==> config.mk <==
export PLATFORM = sky130hd
export DESIGN_NAME = memory_accessor_pipelined
export DESIGN_NICKNAME = d
export VERILOG_FILES = /design/src/rtl/memory_accessor_pipelined.sv
export SDC_FILE = /design/constraint.sdc
export NUM_CORES = 1
export LEC_CHECK = 0
export BUFFER_PORTS_ARGS = -buffer_cell sky130_fd_sc_hd__buf_2
export CORE_MARGIN = 3
export CORE_UTILIZATION = 56
export CTS_BUF_LIST = sky130_fd_sc_hd__clkbuf_8
export CTS_CLUSTER_SIZE = 24
export DETAILED_ROUTE_END_ITERATION = 7
export GPL_ROUTABILITY_DRIVEN = 0
export MAX_ROUTING_LAYER = met4
export PLACE_DENSITY = 0.94
export SLEW_MARGIN = 20
export SYNTH_ARGS = -nofsm -noshare
export SYNTH_HDL_FRONTEND = slang
export SYNTH_SLANG_ARGS = --single-unit
==> constraint.sdc <==
create_clock -name CLK -period 12.42 [get_ports CLK]
set_clock_uncertainty 0.05 [all_clocks]
set_input_delay 2.484 -clock CLK [delete_from_list [all_inputs] [get_ports CLK]]
set_output_delay 2.484 -clock CLK [all_outputs]
set_load 0.01 [all_outputs]
==> src/rtl/memory_accessor_pipelined.sv <==
// memory_accessor_pipelined
//   Takes memory-access packets (MA_REF read / MA_SET write), issues one memory
//   request per legal packet, and returns one worker result per memory
//   response. Up to DEPTH requests may be in flight. The destination context
//   of each request waits in an in-order FIFO until its response comes back.
//
// Ports
//   CLK, RST                       clock, synchronous active-high reset
//   RECEIVE_PC_VALID/DATA/READY    packet channel from the dispatcher
//   MEM_SEND_ADDR_VALID/ADDR       memory request (DATA_VALID=1 means write)
//   MEM_SEND_DATA_VALID/DATA       write flag and write data
//   MEM_SEND_READY                 memory accepts the request
//   MEM_RECEIVE_VALID/DATA/READY   memory response channel
//   SEND_WR_VALID/DATA/READY       worker result {dest_option, dest_addr, color, data}
//   OUTSTANDING                    requests in flight (context FIFO count)
//   ERR_OP                         sticky flag, unsupported subop seen
//
// Packet layout, MSB first (181 bits):
//   opcode[7:0] subop[9:0] data1 data2 data3 data4 dest_option[2:0]
//   dest_addr[15:0] color[15:0]
module memory_accessor_pipelined #(
  parameter int unsigned DEPTH      = 4,
  parameter int unsigned ADDR_SHIFT = 0,
  parameter logic [31:0] BASE_ADDR  = 32'h0,
  localparam int unsigned PACKET_WIDTH        = 181,
  localparam int unsigned WORKER_RESULT_WIDTH = 67,
  localparam int unsigned AW                  = $clog2(DEPTH)
) (
  input  logic                           CLK,
  input  logic                           RST,
  input  logic                           RECEIVE_PC_VALID,
  input  logic [PACKET_WIDTH-1:0]        RECEIVE_PC_DATA,
  output logic                           RECEIVE_PC_READY,
  output logic                           MEM_SEND_ADDR_VALID,
  output logic [31:0]                    MEM_SEND_ADDR,
  output logic                           MEM_SEND_DATA_VALID,
  output logic [31:0]                    MEM_SEND_DATA,
  input  logic                           MEM_SEND_READY,
  input  logic                           MEM_RECEIVE_VALID,
  input  logic [31:0]                    MEM_RECEIVE_DATA,
  output logic                           MEM_RECEIVE_READY,
  output logic                           SEND_WR_VALID,
  output logic [WORKER_RESULT_WIDTH-1:0] SEND_WR_DATA,
  input  logic                           SEND_WR_READY,
  output logic [AW:0]                    OUTSTANDING,
  output logic                           ERR_OP
);

  localparam logic [9:0] MA_REF = 10'd0;
  localparam logic [9:0] MA_SET = 10'd1;

  typedef struct packed {
    logic [7:0]  opcode;
    logic [9:0]  subop;
    logic [31:0] data1;
    logic [31:0] data2;
    logic [31:0] data3;
    logic [31:0] data4;
    logic [2:0]  dest_option;
    logic [15:0] dest_addr;
    logic [15:0] color;
  } pkt_t;

  typedef struct packed {
    logic [2:0]  dest_option;
    logic [15:0] dest_addr;
    logic [15:0] color;
  } ctx_t;

  pkt_t pkt;
  ctx_t pkt_ctx;
  assign pkt     = pkt_t'(RECEIVE_PC_DATA);
  assign pkt_ctx = '{dest_option: pkt.dest_option, dest_addr: pkt.dest_addr, color: pkt.color};

  // The dispatcher only routes memory-access packets here, so the opcode is
  // not re-decoded; data3/data4 carry nothing for this unit.
  logic unused_pkt;
  assign unused_pkt = ^{pkt.opcode, pkt.data3, pkt.data4};

  // Registered reset keeps PC_READY low for the first cycle after release.
  logic rst_q;
  always_ff @(posedge CLK) rst_q <= RST;

  // ---------------------------------------------------------------- state
  logic          req_vld_q, req_vld_d;
  logic [31:0]   req_addr_q, req_addr_d;
  logic          req_we_q, req_we_d;
  logic [31:0]   req_wdata_q, req_wdata_d;
  logic          wr_vld_q, wr_vld_d;
  logic [WORKER_RESULT_WIDTH-1:0] wr_data_q, wr_data_d;
  logic [AW:0]   wptr_q, wptr_d, rptr_q, rptr_d;
  logic          err_q, err_d;
  ctx_t          ctx_q [DEPTH];

  logic full, empty, legal, is_set, pc_fire, push, pop;

  // Pointers carry a wrap bit: equal low bits with differing wrap bits = full.
  assign empty = (wptr_q == rptr_q);
  assign full  = (wptr_q[AW] != rptr_q[AW]) && (wptr_q[AW-1:0] == rptr_q[AW-1:0]);

  // Full is taken from registered pointers only: a same-cycle pop does not
  // open a slot for a same-cycle accept.
  assign RECEIVE_PC_READY  = !rst_q && !full && (!req_vld_q || MEM_SEND_READY);
  assign MEM_RECEIVE_READY = !empty && (!wr_vld_q || SEND_WR_READY);

  assign is_set  = (pkt.subop == MA_SET);
  assign legal   = (pkt.subop == MA_REF) || is_set;
  assign pc_fire = RECEIVE_PC_VALID && RECEIVE_PC_READY;
  assign push    = pc_fire && legal;
  assign pop     = MEM_RECEIVE_VALID && MEM_RECEIVE_READY;

  always_comb begin
    req_vld_d   = req_vld_q;
    req_addr_d  = req_addr_q;
    req_we_d    = req_we_q;
    req_wdata_d = req_wdata_q;
    wr_vld_d    = wr_vld_q;
    wr_data_d   = wr_data_q;
    wptr_d      = wptr_q + (AW+1)'(push);
    rptr_d      = rptr_q + (AW+1)'(pop);
    err_d       = err_q || (pc_fire && !legal);

    // Accept only happens when the output register is empty or draining,
    // so a new request may overwrite it directly.
    if (push) begin
      req_vld_d   = 1'b1;
      req_addr_d  = BASE_ADDR + (pkt.data1 << ADDR_SHIFT);
      req_we_d    = is_set;
      req_wdata_d = is_set ? pkt.data2 : 32'h0;
    end else if (MEM_SEND_READY) begin
      req_vld_d   = 1'b0;
    end

    if (pop) begin
      wr_vld_d  = 1'b1;
      wr_data_d = {ctx_q[rptr_q[AW-1:0]], MEM_RECEIVE_DATA};
    end else if (SEND_WR_READY) begin
      wr_vld_d  = 1'b0;
    end
  end

  always_ff @(posedge CLK) begin
    if (RST) begin
      req_vld_q   <= 1'b0;
      req_addr_q  <= '0;
      req_we_q    <= 1'b0;
      req_wdata_q <= '0;
      wr_vld_q    <= 1'b0;
      wr_data_q   <= '0;
      wptr_q      <= '0;
      rptr_q      <= '0;
      err_q       <= 1'b0;
    end else begin
      req_vld_q   <= req_vld_d;
      req_addr_q  <= req_addr_d;
      req_we_q    <= req_we_d;
      req_wdata_q <= req_wdata_d;
      wr_vld_q    <= wr_vld_d;
      wr_data_q   <= wr_data_d;
      wptr_q      <= wptr_d;
      rptr_q      <= rptr_d;
      err_q       <= err_d;
    end
  end

  // Context storage needs no reset: pointers define which entries are live.
  always_ff @(posedge CLK) begin
    if (!RST && push) ctx_q[wptr_q[AW-1:0]] <= pkt_ctx;
  end

  assign MEM_SEND_ADDR_VALID = req_vld_q;
  assign MEM_SEND_ADDR       = req_addr_q;
  assign MEM_SEND_DATA_VALID = req_we_q;
  assign MEM_SEND_DATA       = req_wdata_q;
  assign SEND_WR_VALID       = wr_vld_q;
  assign SEND_WR_DATA        = wr_data_q;
  assign OUTSTANDING         = wptr_q - rptr_q;
  assign ERR_OP              = err_q;

endmodule

==> results of run 1 <==
-- kinds of logic (layout without fill, tap and decap cells) --
family / Yosys count / count (layout) / synth area share
AO/OA/AOI/OAI: 205 / 205 / 0.101
XOR/XNOR: 5 / 5 / 0.00422
adder cells (fa/ha/maj): 7 / 7 / 0.00916
buffers and inverters: 78 / 388 / 0.0365
flip-flops: 282 / 282 / 0.679
multiplexers: 35 / 35 / 0.0759
other: 0 / 3 / 0
AND/OR/NAND/NOR: 219 / 219 / 0.0942
-- power by group through the flow --
stage                     Clock, W  Sequential, W  Combinational [W]
after floorplan                  0       0.000996          0.0000176
after global placement           0       0.000996          0.0000456
after detailed placement         0       0.000996          0.0000476
after CTS                 0.000772       0.000976          0.0000479
after global routing      0.000817       0.000975          0.0000524
final                     0.000759       0.000976          0.0000485
-- cell usage after synthesis (2+ instances only) --
| cell | instances | area [sq um] |
|---|---|---|
| sky130_fd_sc_hd__buf_1 | 3 | 11.3 |
| sky130_fd_sc_hd__nand2_1 | 135 | 507 |
| sky130_fd_sc_hd__o21ai_1 | 55 | 275 |
| sky130_fd_sc_hd__nand3_1 | 34 | 170 |
| sky130_fd_sc_hd__edfxtp_1 | 140 | 4200 |
| sky130_fd_sc_hd__nand4_1 | 32 | 200 |
| sky130_fd_sc_hd__o21ai_0 | 10 | 50.1 |
| sky130_fd_sc_hd__nor4_1 | 5 | 31.3 |
| sky130_fd_sc_hd__buf_2 | 21 | 105 |
| sky130_fd_sc_hd__xnor2_1 | 4 | 35.0 |
| sky130_fd_sc_hd__mux4_2 | 35 | 788 |
| sky130_fd_sc_hd__inv_1 | 7 | 26.3 |
| sky130_fd_sc_hd__buf_4 | 8 | 60.1 |
| sky130_fd_sc_hd__nor2b_1 | 4 | 25.0 |
| sky130_fd_sc_hd__nor2_1 | 4 | 15.0 |
| sky130_fd_sc_hd__a21oi_1 | 135 | 676 |
| sky130_fd_sc_hd__nand2b_1 | 2 | 12.5 |
| sky130_fd_sc_hd__ha_1 | 6 | 75.1 |
| sky130_fd_sc_hd__buf_6 | 4 | 45.0 |
| sky130_fd_sc_hd__clkbuf_1 | 34 | 128 |
| sky130_fd_sc_hd__dfxtp_1 | 142 | 2840 |
-- critical path: stages --
cell and delay [ns]:
sky130_fd_sc_hd__buf_2 0.09, sky130_fd_sc_hd__nand2b_1 0.22, sky130_fd_sc_hd__o211a_1 0.17, sky130_fd_sc_hd__buf_2 0.14
-- worst min path at each step --
stage	endpoint	cells past startpoint
5_1_grt	SEND_WR_DATA[12]	2
6_report	SEND_WR_DATA[44]	2
3_5_place_dp	SEND_WR_DATA[3]	2
2_1_floorplan	SEND_WR_DATA[0]	2
4_1_cts	SEND_WR_DATA[23]	2
3_3_place_gp	SEND_WR_DATA[9]	2
-- area by class of cell --
class	instances	area, sq um
clock inverters	31	186
fillers	1191	5290
clock buffers	51	702
well taps	229	287
diodes	3	7.51
repair buffers	298	1520
multi-input cells	471	3020
inverters	8	30.0
flip-flops and latches	282	7050
-- state kept, by name (all words and copies together) (netlist names) --
register and flops:
MEM_SEND_ADDR 32, MEM_SEND_ADDR_VALID 1, SEND_WR_VALID 1, wptr_q 3
rptr_q 3, ERR_OP 1, MEM_SEND_DATA_VALID 1, ctx_q 140
MEM_SEND_DATA 32, SEND_WR_DATA 67, rst_q 1
-- per-layer routing --
layer  share of wire  routed length (microns)  vias up
li1                -                        -     3596
met1            0.36                     9460     3688
met2            0.52                    13400      415
met3           0.084                     2180       57
met4           0.033                      867        0
met5               0                        0        -
-- metrics by stage --
| step | instances | setup WS [ns] |
|---|---|---|
| after floorplan | 831 | 5.26 |
| after global placement | 1288 | 6.80 |
| after detailed placement | 1288 | 6.79 |
| after CTS | 1370 | 6.79 |
| after global routing | 1373 | 6.75 |
| final | 1373 | 6.78 |
==> impl.org, run 1 <==
** Status
- Outcome :: finished clean

** Critical path
- Endpoint of the lowest-slack register-to-register path :: SEND_WR_DATA[40]
- R2R Setup Slk :: 8.69 ns
- Depth of the most critical reg-to-reg path :: 9
- Endpoint required time on the critical path :: ~9.9 ns
- Kind of critical path :: input port to output pin
- At the worst endpoint, the arrival time is just over 3 ns.
- CP startpoint kind :: input port
- STA classifies the critical path endpoint as an output pin.
- Startpoint of the lowest-slack register-to-register path :: rptr_q[1]
- Timing startpoint of the critical path :: MEM_SEND_READY
- Following the worst setup path forward leads to its endpoint at RECEIVE_PC_READY.
- Worst-path maximum fanout :: 4

** Synthesis
- After synthesis, the mean cell area works out to roughly 12 sq um.
- After synthesis, the netlist uses 32 different library cells.
- Number of flops mapped to enable cells by yosys :: 140
- Sequential fraction of the synthesis area :: 0.679
- Summing every instance area after synthesis gives about 0.010 sq mm.
- Synth Flop Type :: sky130_fd_sc_hd__dfxtp_1
- Counting flops with an async set or reset pin after synthesis yields a share of 0.
- Syn Inst Count :: about 830
- Warning count from the yosys run :: 0
- Nets in the synthesized netlist :: approximately 1100
- In this run, synthesis produced a sequential element count of between 200 and 300.

** Cells and area
- The finished cells cover about 0.013 sq mm.
- Compared with the post-synthesis result, the final layout area differs by 23.3%.
- In the final layout, the share of cells above drive strength 1 is 0.358.
- For this run, the share of the core covered by cells in the final layout is 0.708.
- The library cell used most frequently in the layout, excluding fill and tap cells, is sky130_fd_sc_hd__buf_2.
- Post-layout nets :: ~1300
- Leading cell types in the layout, fill and taps excluded :: sky130_fd_sc_hd__buf_2 (285), sky130_fd_sc_hd__dfxtp_1 (140), sky130_fd_sc_hd__edfxtp_1 (140)

** Timing
- Based on the critical path, the design can be clocked at up to ~0.18 GHz.
- Rel. slew slack :: 0.279
- Setup repair after global routing left no endpoint under its margin.
- The number of endpoints with negative hold slack in the final report came to 0.
- Setup total negative slack on the finished layout was measured at 0 ns.
- The count of pins over their slew limit came to 0.
- Worst slew pin tran :: roughly 1.1 ns
- In the finished design, the share of the clock period the worst path needs comes to 0.454.
- After layout, the minimum clock period comes to 5.64 ns.
- Final hold analysis gives a worst-case slack of 0.402 ns.
- Setup violations remaining at the end of the flow were counted as 0.

** Global route
- Fraction of met2 tracks used by global routing :: 0.436
- Global-route total usage across every layer :: 0.256
- The first global-routing pass estimated between 30000 and 40000 microns of wire.
- The number of global-route vias before repair was 7912.
- Met1 global-route usage :: 0.289
- For this run the aggregate overflow at the end of global routing stands at 0.
- Entering global routing, the biggest net connects 85 pins.
- Initial antenna violation count :: 2
- Global-route layer with the greatest usage :: met2
- For this run, global-route usage on met3 was measured as 0.0554.

** Place
- In this run the tool buffered the top-level ports with about 290 buffer cells.
- After legalization and detailed placement, the total HPWL measured around 17000 microns.
- Post-placement cell area :: 0.0119 sq mm

** Clock tree
- Clock root buffer :: sky130_fd_sc_hd__clkbuf_8
- Clock-pin slew was measured on the worst setup and hold paths at around 0.060 ns.
- Count of hold buffers inserted by post-cts repair :: 0
- In this run, post-CTS repair resized a total of 0 instances.
- CTS tree :: built
- In this run the post-CTS setup repair buffer count came out at 0.
- Counting along the longest clock path gives a buffer depth of 3.
- Latest clock arrival within the worst-skew pair :: 0.56 ns
- The clock net in this run drives a total of around 280 sinks.
- Number of CTS-inserted buffers :: 44
- Count of H-tree levels built during CTS :: 2

** Power
- Of the total power, the share spent switching nets is 0.217.
- Of the total power, the clock network draws 0.425.
- Internal power of the cells :: between 0.001 and 0.0015 W
- Net load switching power :: 0.000387 W
- The worst-case IR drop observed on VDD is around 0.00012 V.
- The share of total power dissipated in sequential elements is 0.547.
- Summed over all cells, the static leakage comes to between 4 and 5 nW.
- Total Power Consumption :: 0.00178 W
- Combinational fraction of design power :: 0.027
- Dividing total power by cell area gives a power density of approximately 140 mW/mm^2.

** Floorplan
- The die covers ~0.02 sq mm.
- The initial utilization of the core area, before any placement, comes to 0.574.
- The floorplan has a little under 50 rows.
- The core region is ~0.018 sq mm.
- During I/O placement, the number of pins put on the boundary was roughly 360.
- Die span in x :: 142 microns
- Y dimension of the die :: approximately 140 microns

** Detailed routing
- Via density :: 5.65
- The first routing iteration left 521 violations.
- For this run, the detailed router's first-pass iteration total came to 5.
- For this run, design rule violations remaining after detail routing come to 0.
- Dividing the detail-routed wire length by the instance count gives about 19 microns.
- The detailed router placed approximately 7800 vias in this run.
- The count of nets left with antenna violations once routing finished came out at 0.
- Wirelength, routed :: ~26000 microns

** Run
- Across the run, the number of max-cap violations was 0.

** Hold path
- Hold path startpoint :: SEND_WR_DATA[44]
- Type of the most critical hold path :: flip-flop to flip-flop
No activity file was read; power rests on OpenSTA's default activity.
==> run 2, diff against run 1 <==
- CORE_UTILIZATION: 56 -> 52
- PLACE_DENSITY: 0.94 -> 0.89
- clock period: 12.42 -> 5.2 ns (I/O delays scaled with it)
==> run 2 against run 1 <==
Compared with the run above: sequential share of layout area decreased by 0.48 points; hold slack got worse by 0.0012 ns; non-clock buffer count increased by 1; count of clock-buffer cells in the layout increased by 7; total power increased by 150%; via count decreased by 0.93%; die area increased by 7.4%; flip-flop and latch count unchanged; combinational power increased by 140%; critical endpoint is now ctx_q[0][34].
==> impl.org, run 2 (synthesis results as in run 1) <==
** Clock tree
- The clock transition at the registers of the reported paths came to 0.07 ns (was 0.06 ns).
- Latest clock arrival within the worst-skew pair :: 0.56 ns (about the same)
- Count of H-tree levels built during CTS :: 2 (unchanged)
- The cell at the root of the clock tree is sky130_fd_sc_hd__clkbuf_8 (unchanged).
- The number of gates resized after CTS is 0 (unchanged).
- The buffer count from post-CTS setup fixing was 0 (unchanged).
- Maximum clock insertion buffer count :: 3 (unchanged)
- The number of buffers added by the clock tree synthesis step came to 44 (unchanged).
- Count of hold buffers inserted by post-cts repair :: 0 (unchanged)
- The TritonCTS clock tree is built (unchanged).
- The number of clock sinks came to 282 (unchanged).

** Timing
- The number of endpoints with negative hold slack in the final report came to 0 (unchanged).
- The final count of negative-setup-slack endpoints is 0 (unchanged).
- Max Transition Viols Final :: 0 (unchanged)
- Setup TNS after final layout :: 0 ns (unchanged)
- Static timing analysis puts the maximum clock frequency at roughly 0.31 GHz.
- The relative slew slack came to 0.331 (was 0.279).
- Worst slew pin tran :: 1.00 ns (was 1.08 ns)
- The worst path needs approximately 3.2 ns of the cycle, external delays included.
- Setup repair after global routing missed its margin :: no (unchanged)
- Dividing the final minimum period by the clock period gives 0.623.

** Critical path
- Depth of the most critical reg-to-reg path :: 8 (was 9)
- The class of the most critical setup path is flip-flop to flip-flop (was input port to output pin).
- Crit-path cells: inv_1, ha_1, nand2_1, o2111a_2, buf_4, nand2_2, nor4_2, buf_4 (was buf_2, nand2b_1, o211a_1, buf_2).
- Startpoint of the lowest-slack register-to-register path :: wptr_q[0] (was rptr_q[1])
- The data arrival time of the critical path was 3.37 ns (was 3.11 ns).
- The launching element type of the critical path is a flip-flop (was input port).
- CP peak stage delay :: 0.54 ns (was 0.22 ns)
- Nature of the critical path endpoint :: flip-flop (was output pin)
- The dominant delay contributor by cell family on the critical path is buffers and inverters (unchanged).
- The buffers plus inverters on the worst setup path came to 3 (was 2).
- The endpoint of the worst-slack reg-to-reg timing path was ctx_q[0][34] (was SEND_WR_DATA[40]).
- R2R Setup Slk :: 1.96 ns (was 8.69 ns)
- Endpoint required time on the critical path :: 5.33 ns (was 9.89 ns)
- Crit path max-delay cell type :: sky130_fd_sc_hd__buf_4 (was sky130_fd_sc_hd__nand2b_1)
- Critical Path Most Common Cell :: sky130_fd_sc_hd__buf_4 (was sky130_fd_sc_hd__buf_2)
- The worst-path maximum fanout is 67 (was 4).

** Cells and area
- Most frequent standard cell in the layout excluding fill and tap cells :: sky130_fd_sc_hd__buf_2 (unchanged)
- Post-route cell area :: 0.0129 sq mm (was 0.0128 sq mm)
- Leading cell types in the layout, fill and taps excluded: sky130_fd_sc_hd__buf_2 (285), sky130_fd_sc_hd__dfxtp_1 (140), sky130_fd_sc_hd__edfxtp_1 (140) (unchanged).
- The fill cell total of the finished layout came to 1430 (was 1191).
- Relative area change from synthesis to final layout :: 24.4% (was 23.3%)
- The proportion of layout cells with a drive suffix above 1 was 0.364 (was 0.358).
- The area of the multi-input gates was 0.00302 sq mm (unchanged).
- The number of flip-flops under the largest register name was 140 (unchanged).
- Post-layout nets :: 1332 (was 1331)
- The storage element area came to 0.00705 sq mm (unchanged).

** Global route
- Pin count of the biggest net entering global routing :: 97 (was 85)
- Initial antenna violation count :: 2 (unchanged)
- The total congestion overflow after global routing came to 0 (unchanged).
- The first-pass GRT wire length came to 38900 microns (was 39900 microns).
- Via count of the first global-routing pass :: 7374 (was 7912)
- The total routing resource utilization after global routing came to 0.231 (was 0.256).

** Hold path
- The startpoint of the worst hold path is SEND_WR_DATA[27] (was SEND_WR_DATA[44]).
- The endpoint of the worst hold path was SEND_WR_DATA[27] (was SEND_WR_DATA[44]).
- The worst min-delay path category is flip-flop to flip-flop (unchanged).
- The hold path depth is 2 (unchanged).

** Run
- The reported max-cap violation count is 0 (unchanged).

** Power
- Power density over cell area :: 339 mW/mm^2 (was 139 mW/mm^2)
- The leakage power is 4.96 nW (was 4.93 nW).
- The worst voltage drop across the vdd grid is 0.000258 V (was 0.000115 V).

** Detailed routing
- The routed wire length came to 25000 microns (was 26000 microns).
- Total via count in the routed design :: 7684 (was 7756)
- Number of design rule violations left after detail routing :: 0 (unchanged)
- The average routed wire per standard cell came to 17.8 microns (was 18.9 microns).
- Iteration-0 DRC count of the detailed router :: 560 (was 521)
- The final antenna-violating net count was 0 (unchanged).
- The post-detailed-route via-to-cell ratio came to 5.46 (was 5.65).
- The number of iterations in the first detailed-routing pass came to 5 (unchanged).

** Floorplan
- The die width came to 147 microns (was 142 microns).
- The starting utilization of the core area is 0.532 (was 0.574).
- Overall die area :: 0.0217 sq mm (was 0.0202 sq mm)
- The floorplan die height came to 147 microns (was 142 microns).
- The core box area came to 0.0195 sq mm (was 0.0181 sq mm).
- Boundary pin count :: 359 (unchanged)
- Number of core rows :: 51 (was 49)

** Place
- The detailed placement HPWL came to 15700 microns (was 16700 microns).
- Post-placement cell area :: 0.0120 sq mm (was 0.0119 sq mm)
- The count of buffers from port buffering is 286 (unchanged).

** Status
- Outcome :: finished clean (unchanged)
-- run 2: how the worst max path moves through the flow --
| stage | cells after the start | end | slack, ns | from |
|---|---|---|---|---|
| 3_5_place_dp | 7 | ctx_q[3][19] | 1.72 | MEM_SEND_READY |
| 3_3_place_gp | 7 | ctx_q[3][7] | 1.79 | MEM_SEND_READY |
| 2_1_floorplan | 9 | ctx_q[0][0] | -0.55 | rptr_q[1] |
| 6_report | 8 | ctx_q[0][34] | 1.96 | wptr_q[0] |
| 4_1_cts | 8 | ctx_q[3][27] | 1.93 | wptr_q[0] |
| 5_1_grt | 8 | ctx_q[3][29] | 1.76 | wptr_q[0] |
-- run 2: power by group --
part	internal, W	switching (W)	total (W)
clock	0.00106	0.000868	0.00193
combinational	0.0000452	0.0000706	0.000116
sequential	0.00233	0.000000541	0.00233
total	0.00344	0.000939	0.00438
-- run 2: area by class of cell --
class,instances,share of cell area
clock inverters,23,0.0117
multi-input cells,471,0.234
flip-flops and latches,282,0.546
repair buffers,299,0.119
clock buffers,58,0.0618
inverters,8,0.00233
well taps,265,0.0257
diodes,2,0.000388
-- run 2: worst min-delay path, cell delays in order (launching register included) --
cell and delay, ns:
sky130_fd_sc_hd__dfxtp_1 0.30, sky130_fd_sc_hd__nand2_1 0.05, sky130_fd_sc_hd__a21oi_1 0.05
-- run 2: through the flow --
stage                     instances  power, W  hold slack, ns   util  setup WS (ns)
after floorplan                 831   0.00242           0.431      -         -0.555
after global placement         1325   0.00249           0.389  0.612           1.79
after detailed placement       1325   0.00249           0.393  0.612           1.72
after CTS                      1406   0.00442           0.401  0.661           1.93
after global routing           1408   0.00454           0.418  0.661           1.76
final                          1408   0.00438           0.400  0.661           1.96
-- run 2: layer usage --
layer  track usage  share of wire
met1         0.281           0.38
met2         0.373           0.49
met3        0.0518          0.088
met4         0.100          0.039
met5             -              0
==> run 3, diff against run 2 <==
- CORE_UTILIZATION: 52 -> 47
- PLACE_DENSITY: 0.89 -> 0.85
- clock period: 5.2 -> 2.64 ns (I/O delays scaled with it)
==> run 3 against run 2 <==
Compared with the run above: critical endpoint is now OUTSTANDING[1]; setup slack got worse by 1.8 ns; sequential share of layout area fell by 0.95 points; largest power group unchanged; critical path depth fell by 4; combinational power rose by 100%; largest cell class unchanged; die area rose by 10%.
==> impl.org, run 3 (synthesis results as in run 1) <==
** Cells and area
- Post-route cell area :: 0.0132 sq mm (was 0.0129 sq mm)
- Leading cell types in the layout, fill and taps excluded :: sky130_fd_sc_hd__buf_2 (285), sky130_fd_sc_hd__edfxtp_1 (140), sky130_fd_sc_hd__dfxtp_1 (138) (was sky130_fd_sc_hd__buf_2 (285), sky130_fd_sc_hd__dfxtp_1 (140), sky130_fd_sc_hd__edfxtp_1 (140))
- The proportion of layout cells with a drive suffix above 1 came to 0.375 (was 0.364).
- The number of flip-flops under the largest register name was 140 (unchanged).
- Final standard cell count with taps included and fillers excluded :: 1421 (was 1408)
- The synthesis-to-layout area growth came to 26.7% (was 24.4%).
- Post-layout nets :: 1335 (was 1332)
- The most common library cell in the layout ignoring fill and taps is sky130_fd_sc_hd__buf_2 (unchanged).

** Timing
- Final worst path period need :: between 2 and 3 ns
- The final count of negative-setup-slack endpoints came to 0 (unchanged).
- The number of endpoints with negative hold slack in the final report was 0 (unchanged).
- Of the available clock period, the critical path in the final layout requires 0.956.
- Setup repair after global routing missed its margin: no (unchanged).
- Setup TNS after final layout :: 0 ns (unchanged)
- Worst slew pin tran :: 0.720 ns (was 1.00 ns)
- Based on the critical path, the design can be clocked at up to roughly 0.4 GHz.
- The post-route worst setup slack was 0.115 ns (was 1.96 ns).
- The count of pins over their slew limit is 0 (unchanged).
- The relative slew slack was 0.520 (was 0.331).

** Detailed routing
- The average routed wire per standard cell is 17.9 microns (was 17.8 microns).
- The total via count after detailed routing is 7646 (was 7684).
- Residual antenna-violating net count after detailed routing :: 0 (unchanged)
- Met3 Routed Length :: 2010 microns (was 2190 microns)
- The post-detailed-route via-to-cell ratio was 5.38 (was 5.46).
- Wire length on met2 :: 12900 microns (was 12300 microns)
- Top layer in use :: met4 (unchanged)
- Wire length on met1 :: 9730 microns (was 9510 microns)
- The number of iterations in the first detailed-routing pass came to 5 (unchanged).
- The routed wire length was 25400 microns (was 25000 microns).
- Number of design rule violations left after detail routing :: 0 (unchanged)
- Iteration-0 DRC count of the detailed router :: 615 (was 560)

** Floorplan
- Number of core rows :: 53 (was 51)
- Y dimension of the die :: 155 microns (was 147 microns)
- The die width came to 155 microns (was 147 microns).
- Starting density of the core :: 0.486 (was 0.532)
- The core box area came to 0.0214 sq mm (was 0.0195 sq mm).
- Boundary pin count :: 359 (unchanged)
- The floorplan die area came to 0.0239 sq mm (was 0.0217 sq mm).

** Place
- Count of input and output buffers :: 286 (unchanged)
- Dpl ws :: 0.172 ns (was 1.72 ns)
- The standard cell area after detailed placement is 0.0122 sq mm (was 0.0120 sq mm).
- HPWL after DPL :: 16100 microns (was 15700 microns)
- The number of instances in the placed design came to 1337 (was 1325).

** Clock tree
- The clock transition at the registers of the reported paths came to 0.06 ns (was 0.07 ns).
- Count of H-tree levels built during CTS :: 2 (unchanged)
- Latest clock arrival within the worst-skew pair :: 0.57 ns (was 0.56 ns)
- Maximum clock insertion buffer count :: 3 (unchanged)
- Clock root buffer :: sky130_fd_sc_hd__clkbuf_8 (unchanged)
- The TritonCTS clock tree is built (unchanged).
- Number of CTS-inserted buffers :: 45 (was 44)
- Sinks on the clock net :: 282 (unchanged)
- Buffers inserted during post-CTS setup optimization :: 0 (unchanged)

** Critical path
- The data arrival time of the critical path was 1.95 ns (was 3.37 ns).
- CP startpoint kind :: flip-flop (unchanged)
- The type of element capturing the critical path is an output pin (was flip-flop).
- Worst-path maximum fanout :: 37 (was 67)
- The class of the most critical setup path was flip-flop to output pin (was flip-flop to flip-flop).
- Endpoint required time on the critical path :: 2.06 ns (was 5.33 ns)

** Global route
- The number of global-route vias before repair is 7691 (was 7374).
- The largest net degree at the start of global routing was 107 (was 97).
- Wire length of the first global-routing pass :: 39800 microns (was 38900 microns)
- Initial antenna violation count :: 2 (unchanged)
- Grt ovf :: 0 (unchanged)
- Global-route total usage across every layer :: 0.212 (was 0.231)

** Power
- The clock network fraction of total power came to 0.448 (was 0.441).
- Internal power of the cells :: 0.00685 W (was 0.00344 W)
- The leakage power came to 5.03 nW (was 4.96 nW).
- The fraction of power consumed by combinational cells is 0.027 (was 0.026).
- The power density normalized to cell area came to 664 mW/mm^2 (was 339 mW/mm^2).
- The sequential share of power was 0.525 (was 0.533).
- The net switching power of the design is 0.00189 W (was 0.000939 W).
- The overall power came to 0.00874 W (was 0.00438 W).
- The net switching fraction of the power was 0.216 (was 0.215).
- VDD IR-drop max :: 0.000552 V (was 0.000258 V)

** Status
- Outcome: finished clean (unchanged).

** Run
- The reported max-cap violation count came to 0 (unchanged).

** Hold path
- The worst min-delay path category is input port to flip-flop (was flip-flop to flip-flop).
==> run 3: power by group through the flow <==
stage / sequential [W] / combinational, W / clock (W)
after floorplan: 0.00469 / 0.0000855 / 0
after global placement: 0.00468 / 0.000226 / 0
after detailed placement: 0.00468 / 0.000233 / 0
after CTS: 0.00459 / 0.000235 / 0.00401
after global routing: 0.00459 / 0.000256 / 0.00419
final: 0.00459 / 0.000235 / 0.00391
==> run 3: metal layers <==
layer,vias to the layer above,GRT usage
li1,3595,-
met5,-,-
met2,333,0.361
met3,59,0.0464
met4,0,0.0816
met1,3659,0.247
==> run 3: critical path, stage by stage (launching register included) <==
cell and delay [ns]:
sky130_fd_sc_hd__dfxtp_2 0.36, sky130_fd_sc_hd__buf_6 0.36, sky130_fd_sc_hd__fa_1 0.49, sky130_fd_sc_hd__inv_1 0.06, sky130_fd_sc_hd__buf_2 0.13
==> run 3: final cells by class <==
class / count / area [sq um]
antenna: 2 / 5.00
clock buffer: 53 / 729
clock inverter: 29 / 239
fill: 1628 / 8200
inverter: 8 / 32.5
multi-input combinational: 471 / 3080
sequential: 282 / 7050
tap: 275 / 344
timing repair buffer: 301 / 1660
==> run 3: through the flow <==
| step | hold slack (ns) | util |
|---|---|---|
| floorplan | 0.431 | - |
| global placement | 0.389 | 0.570 |
| detailed placement | 0.394 | 0.570 |
| CTS | 0.0784 | 0.616 |
| global route | 0.0873 | 0.616 |
| finish | 0.120 | 0.616 |
==> run 3: path summary, 6_finish.rpt <==
path	from	endpoint	slack, ns	cells after the start
min	RECEIVE_PC_DATA[21]	ctx_q[1][21]	0.12	1
min reg2reg	SEND_WR_DATA[33]	SEND_WR_DATA[33]	0.40	2
max reg2reg	rptr_q[2]	MEM_SEND_ADDR[7]	0.30	5
max	rptr_q[1]	OUTSTANDING[1]	0.12	4
==> run 3: repair_timing <==
action | CTS | global route
endpoints found under the setup margin | 2 | 1
hold buffers | 0 | 0
gates cloned | 0 | 0
gates resized for setup | 3 | 1
pin swaps | 0 | 0
